$ cat src/rtl/inst_fetch.sv
// rtl/inst_fetch.sv - fetch stage: PC, ROM addressing, IF/ID register, stall/redirect/halt
// Owns the program counter and captures the combinational ROM word into the IF/ID register.
module inst_fetch #(
  parameter int                ADDR_W   = 32,
  parameter int                INST_W   = 32,
  parameter logic [ADDR_W-1:0] RESET_PC = '0,
  parameter logic [INST_W-1:0] NOP_WORD = '0
) (
  input  logic              clk,
  input  logic              rst,
  output logic [ADDR_W-1:0] inst_addr,
  input  logic [INST_W-1:0] rom_inst,
  input  logic              stall,
  input  logic              redirect_valid,
  input  logic [ADDR_W-1:0] redirect_pc,
  input  logic              halt_req,
  output logic [INST_W-1:0] if_inst,
  output logic [ADDR_W-1:0] if_pc,
  output logic              if_valid,
  output logic              halted,
  output logic [31:0]       fetch_count
);

  typedef enum logic [1:0] {S_BOOT, S_RUN, S_HALT} state_t;

  state_t            r_state;
  logic [ADDR_W-1:0] r_pc;
  logic [INST_W-1:0] r_inst;
  logic [ADDR_W-1:0] r_if_pc;
  logic              r_valid;
  logic [31:0]       r_count;

  state_t            w_state_nxt;
  logic [ADDR_W-1:0] w_pc_nxt;
  logic [INST_W-1:0] w_inst_nxt;
  logic [ADDR_W-1:0] w_if_pc_nxt;
  logic              w_valid_nxt;
  logic [31:0]       w_count_nxt;

  always_ff @(posedge clk) begin
    if (rst) r_state <= S_BOOT;
    else     r_state <= w_state_nxt;
  end

  // In RUN, redirect beats halt, halt beats stall, stall beats advance.
  always_comb begin
    w_state_nxt = r_state;
    w_pc_nxt    = r_pc;
    w_inst_nxt  = r_inst;
    w_if_pc_nxt = r_if_pc;
    w_valid_nxt = r_valid;
    w_count_nxt = r_count;
    case (r_state)
      S_BOOT: begin
        w_state_nxt = halt_req ? S_HALT : S_RUN;
      end
      S_RUN: begin
        if (redirect_valid) begin
          w_pc_nxt    = redirect_pc;
          w_inst_nxt  = NOP_WORD;
          w_valid_nxt = 1'b0;
        end else if (halt_req) begin
          w_state_nxt = S_HALT;
          w_inst_nxt  = NOP_WORD;
          w_valid_nxt = 1'b0;
        end else if (!stall) begin
          w_inst_nxt  = rom_inst;
          w_if_pc_nxt = r_pc;
          w_valid_nxt = 1'b1;
          w_pc_nxt    = r_pc + 1'b1;
          w_count_nxt = r_count + 32'd1;
        end
      end
      S_HALT: begin
        w_valid_nxt = 1'b0;
      end
      default: begin
        w_state_nxt = S_HALT;
        w_valid_nxt = 1'b0;
      end
    endcase
  end

  always_ff @(posedge clk) begin
    if (rst) begin
      r_pc    <= RESET_PC;
      r_inst  <= NOP_WORD;
      r_if_pc <= '0;
      r_valid <= 1'b0;
      r_count <= '0;
    end else begin
      r_pc    <= w_pc_nxt;
      r_inst  <= w_inst_nxt;
      r_if_pc <= w_if_pc_nxt;
      r_valid <= w_valid_nxt;
      r_count <= w_count_nxt;
    end
  end

  assign inst_addr   = r_pc;
  assign if_inst     = r_inst;
  assign if_pc       = r_if_pc;
  assign if_valid    = r_valid;
  assign halted      = (r_state == S_HALT);
  assign fetch_count = r_count;

endmodule
$ cat config.mk
export PLATFORM = sky130hd
export DESIGN_NAME = inst_fetch
export DESIGN_NICKNAME = d
export VERILOG_FILES = /design/src/rtl/inst_fetch.sv
export SDC_FILE = /design/constraint.sdc
export NUM_CORES = 1
export LEC_CHECK = 0
export ABC_CLOCK_PERIOD_IN_PS = 1970
export CAP_MARGIN = 5
export CELL_PAD_IN_SITES_DETAIL_PLACEMENT = 1
export CELL_PAD_IN_SITES_GLOBAL_PLACEMENT = 1
export CORE_MARGIN = 4
export CORE_UTILIZATION = 30
export CTS_CLUSTER_DIAMETER = 150
export DETAILED_ROUTE_END_ITERATION = 16
export PLACE_DENSITY = 0.81
export SKIP_CTS_REPAIR_TIMING = 1
export SLEW_MARGIN = 20
export SYNTH_ARGS = -nofsm -noshare
export SYNTH_HDL_FRONTEND = slang
export SYNTH_SLANG_ARGS = --single-unit
export TNS_END_PERCENT = 50
$ cat constraint.sdc
create_clock -name clk -period 1.97 [get_ports clk]
set_clock_uncertainty 0.15 [all_clocks]
set_input_delay 0.197 -clock clk [delete_from_list [all_inputs] [get_ports clk]]
set_output_delay 0.197 -clock clk [all_outputs]
set_load 0.02 [all_outputs]
==> flow_summary.yaml, run 1 <==
floorplan:
  die_x_um: 148
  initial_core_util_pct: 31.0
  rows: 50
  coreArea_um2: 19000
  die_h_um: 148
  dieArea_um2: 21900
  io_pins: 199
power_and_ir_drop:
  irDropWorstVdd_v: 0.000595
  p_per_area_nw_per_um2: 682
  p_leak_nw: 3.57
  total_power_mw: 6.54
cells_and_area:
  post_layout_nonfiller_instances: 1276
  area_growth_pct: 63.6
  mostFrequentLayoutCell: "clkdlybuf4s50_1"
  nets: 1075
  diodes: 0
  fin_util_pct: 50.6
  layout_common_cells: "clkdlybuf4s50_1 (193), nand2_1 (115), buf_4 (110)"
  final_cell_area_um2: 9600
  layout-drive-gt1-share_pct: 19.8
sta:
  worst_pin_slew_ns: 0.557
  slew_violations: 0
  fin_crit_ns: 1.98
  setup_viol: 2
  clock.fmax_mhz: 505
  rsz0062_at_grt: "true"
  finalCritPeriodShare_pct: 101
  hold-worst-slack_ns: 0.151
  max_slew_margin_pct: 62.7
  tns_ns: -0.0134
  final_hold_viol_count: 0
  layout_setup_ws_ns: -0.0102
critical_path:
  r2r_cells: 6
  critPathMostFrequentCell: "or2_4"
  r2r_slack_ns: -0.01
  startpoint: "inst_addr[1]"
  end_kind: "register"
  crit_chain: "ha_4, nand4_4, or2_4, or2_4, or4_4, nand3_2"
  arrival_ns: 2.19
  critPathKind: "reg -> reg"
  r2r_end: "inst_addr[24]"
  r2r-start: "inst_addr[1]"
  cp_slowest_cell: "or4_4"
  cp.required_ns: 2.18
  max_stage_delay_ns: 0.52
  crit_fanout: 4
  startpoint_type: "register"
yosys:
  synthesis.nets: 789
  yosys.area.top_type: "dfxtp_1"
  async_reset_ff_share_pct: 0
  yosysSeqAreaShare_pct: 44.7
  syn-cell-area_um2: 5870
  syn_avg_cell_area_um2: 8.17
  synth_cell_types: 59
  netlist.area_leader.share_pct: 44.7
  synth_ff_type: "dfxtp_1"
  synth.area.top_cells: "dfxtp_1 (45%), nand2_1 (7.4%), a21oi_1 (5.2%)"
  yosysWarnings: 0
  synth_cells: 718
  synth_seq_cells: 131
  synth-edff-count: 0
outcome:
  violations: "setup timing"
  outcome: "finished with violations"
clock_network:
  insertion_delay_ns: 0.43
  cts_buffers: 17
  cts_max_level: 4
  clk_pin_slew_ns: 0.06
  cts_tree: "yes"
  clkSinkCount: 131
  clockBufferDepth: 2
  root_buffer: "clkbuf_16"
global_routing:
  track_usage_pct: 20.6
  grt_pass1_wl_um: 36500
  grt_overflow: 0
  antenna_found_initial: 1
  grt_max_degree: 75
  first_global_vias: 6910
placement:
  dp_cells: 1236
  gp_congestion: 0.830
  placement.io_buffers: 198
  post-place-ws_ns: -0.372
  dp_hpwl_um: 16300
  placed_area_um2: 8840
drt:
  finalWirelength_um: 23100
  drt_iter0_drc: 374
  firstDrtPassIters: 5
  drc: 0
  dr_total_vias: 6578
  vias_per_cell: 5.16
  ant_nets: 0
  wire_per_inst_um: 18.1
flow_run:
  maxCapViolCount: 0
min_path:
  hp-start: "redirect_valid"
  hold_path_end: "inst_addr[0]"
  hold_class: "in -> reg"
  min_path_cells: 4
cell usage after synthesis, drive strengths merged, types with 3 or more instances:
cell type	n
dfxtp	131
nand2	116
nor2	80
a21oi	61
o21ai	37
a22oi	35
clkbuf	35
nand3	27
nand4	23
or3	22
nor3	19
xor2	12
buf	11
a211oi	8
and3	8
nor4	8
and4	7
inv	7
o31ai	7
a31oi	6
a21o	5
mux2i	5
xnor2	5
a311oi	4
a32o	4
and2	4
nor2b	4
or2	3
metal layers:
layer	track usage [%]	part of all wire, %
met5	0	0.056
met4	6.74	1.8
met3	6.81	7.0
met2	35.7	50
met1	24.1	41
registers in the layout (all words and copies together), names as in the netlist:
signal / flops
fetch_count: 32
if_inst: 32
if_pc: 32
if_valid: 1
inst_addr: 32
r_state: 2
layout make-up:
| cell class | instances | area, µm² |
|---|---|---|
| clock inverters | 14 | 165 |
| inverters | 8 | 30.0 |
| fillers | 2244 | 9360 |
| clock buffers | 17 | 425 |
| repair buffers | 313 | 2900 |
| multi-input cells | 533 | 3090 |
| well taps | 260 | 325 |
| flip-flops and latches | 131 | 2660 |
where the power goes:
group          internal [mW]  leakage (nW)  switching (mW)
logic                  0.304          2.21           0.300
clock network           1.98         0.288            1.24
registers               2.68          1.07          0.0362
worst max-delay path by stage:
stage	to	slack (ns)	cells after the start
finish	inst_addr[24]	-0.01	6
global route	inst_addr[28]	-0.07	5
CTS	inst_addr[24]	-0.08	6
detailed placement	fetch_count[31]	-0.37	6
global placement	fetch_count[31]	-0.35	6
floorplan	inst_addr[31]	-0.003	5
critical path, delay by kind of cell, from the launching register on:
kind / cells / cell delay [ns]
flops: 1 / 0.37
fa+ha+maj: 1 / 0.15
simple gates: 5 / 1.25
logic make-up (layout without fill, tap and decap cells):
family / Yosys count / after routing / synth area share (%)
simple gates: 327 / 327 / 27.9
xor+xnor: 17 / 17 / 2.54
flops: 131 / 131 / 44.7
compound gates: 181 / 181 / 19.3
mux: 6 / 6 / 1.04
fa+ha+maj: 2 / 2 / 0.426
buf+inv: 54 / 352 / 4.09
Power figures use the tool's default switching activity.
==> run 2, diff against run 1 <==
- TNS_END_PERCENT: 50 -> 5
==> flow_summary.yaml, run 2 (synthesis results as in run 1) <==
floorplan:
  initial_core_util_pct: 31.0
  die_x_um: 148
  rows: 50
  dieArea_um2: 21900
  coreArea_um2: 19000
  io_pins: 199
  die_h_um: 148
global_routing:
  grt_max_degree: 75
  grt_pass1_wl_um: 36500
  first_global_vias: 6910
  grt_overflow: 0
  antenna_found_initial: 1
  track_usage_pct: 20.6
critical_path:
  max_stage_delay_ns: 0.49
  end_kind: "register"
  critPathMostFrequentCell: "or2_4"
  cp_top_family: "simple AND/OR/NAND/NOR gates"
  worstSetupEndpoint: "inst_addr[24]"
  startpoint_type: "register"
  r2r_slack_ns: -0.007
  critPathKind: "reg -> reg"
  r2r-start: "inst_addr[0]"
  arrival_ns: 2.19
  cp.required_ns: 2.18
  r2r_end: "inst_addr[24]"
  cp.depth: 6
  cp_slowest_cell: "or4_4"
  crit_fanout: 4
  crit_chain: "ha_4, nand4_4, or2_4, or2_4, or4_4, nand3_2"
  startpoint: "inst_addr[0]"
  r2r_cells: 6
  crit_buf_inv: 0
sta:
  setup_viol: 1
  worst_pin_slew_ns: 0.581
  layout_setup_ws_ns: -0.00736
  fin_crit_ns: 1.98
  clock.fmax_mhz: 506
  final_hold_viol_count: 0
  hold-worst-slack_ns: 0.155
  slew_violations: 0
  max_slew_margin_pct: 61.1
  finalCritPeriodShare_pct: 100
  rsz0062_at_grt: "true"
cells_and_area:
  mostFrequentLayoutCell: "clkdlybuf4s50_1"
  post_layout_nonfiller_instances: 1268
  final_cell_area_um2: 9530
  multiInputGateArea_um2: 3090
  seq_area_um2: 2650
  layout_common_cells: "clkdlybuf4s50_1 (191), nand2_1 (114), dfxtp_1 (112)"
  diodes: 0
  nFillCells: 2241
  layout-drive-gt1-share_pct: 18.8
  area_growth_pct: 62.5
  nets: 1067
placement:
  placed_area_um2: 8840
  dp_cells: 1236
  placement.io_buffers: 198
  gp_congestion: 0.830
  dp_hpwl_um: 16300
  post-place-ws_ns: -0.372
power_and_ir_drop:
  total_power_mw: 6.54
  p_leak_nw: 3.56
  p_per_area_nw_per_um2: 686
  irDropWorstVdd_v: 0.000601
drt:
  wire_per_inst_um: 18.0
  wl_met3_um: 1630
  finalWirelength_um: 22800
  topRoutingLayerUsed: "met5"
  firstDrtPassIters: 4
  drc: 0
  drt_iter0_drc: 357
  met2_length_um: 11400
  wl_met1_um: 9350
  ant_nets: 0
  vias_per_cell: 5.15
  dr_total_vias: 6529
clock_network:
  insertion_delay_ns: 0.42
  clkSinkCount: 131
  clockBufferDepth: 2
  cts_tree: "yes"
  cts_max_level: 4
  root_buffer: "clkbuf_16"
  cts_buffers: 17
  clk_pin_slew_ns: 0.06
outcome:
  outcome: "finished with violations"
  violations: "setup timing"
flow_run:
  maxCapViolCount: 0
min_path:
  hold_class: "in -> reg"
==> run 2: cell count changes in the layout (fill, tap and decap cells not counted), moves of 2 or more <==
| cell | delta |
|---|---|
| dfxtp_2 | -6 |
| dfxtp_1 | +7 |
| buf_4 | -8 |
| dlymetal6s2s_1 | +2 |
| clkdlybuf4s50_1 | -2 |
==> run 2: final cells by class <==
cell class              count  area share, %
repair buffers            305           29.9
clock buffers              17           4.46
inverters                   8          0.315
well taps                 260           3.41
multi-input cells         533           32.4
flip-flops and latches    131           27.8
clock inverters            14           1.73
==> run 2: how the worst min path moves through the flow <==
stage / from / endpoint / slack, ns / cells after the start
3_5_place_dp: if_pc[22] / if_pc[22] / 0.30 / 2
3_3_place_gp: if_pc[2] / if_pc[2] / 0.29 / 2
6_report: redirect_valid / inst_addr[0] / 0.16 / 4
5_1_grt: redirect_valid / inst_addr[0] / 0.18 / 4
4_1_cts: rst / if_pc[23] / -0.09 / 2
2_1_floorplan: rom_inst[0] / if_inst[0] / 0.21 / 2
==> run 2: worst min-delay path, cell delays in order <==
cell and delay [ns]:
buf_2 0.12, buf_4 0.20, nand3_1 0.08, a31oi_1 0.08
==> run 2: power by group <==
part / switching, mW / internal [mW]
Clock: 1.25 / 1.97
Sequential: 0.0366 / 2.68
Combinational: 0.299 / 0.302
Total: 1.58 / 4.96
==> run 2: through the flow <==
step                util (%)  setup TNS [ns]
floorplan                  -        -0.00986
global placement        46.6           -8.52
detailed placement      46.6          -13.24
CTS                     49.7          -0.230
global route            50.3          -0.281
finish                  50.3        -0.00736
==> run 2: metal layers <==
layer | track usage, % | vias to the layer above
met1 | 24.1 | 3160
met4 | 6.74 | 2
li1 | - | 3127
met3 | 6.81 | 39
met2 | 35.7 | 201
met5 | 0 | -
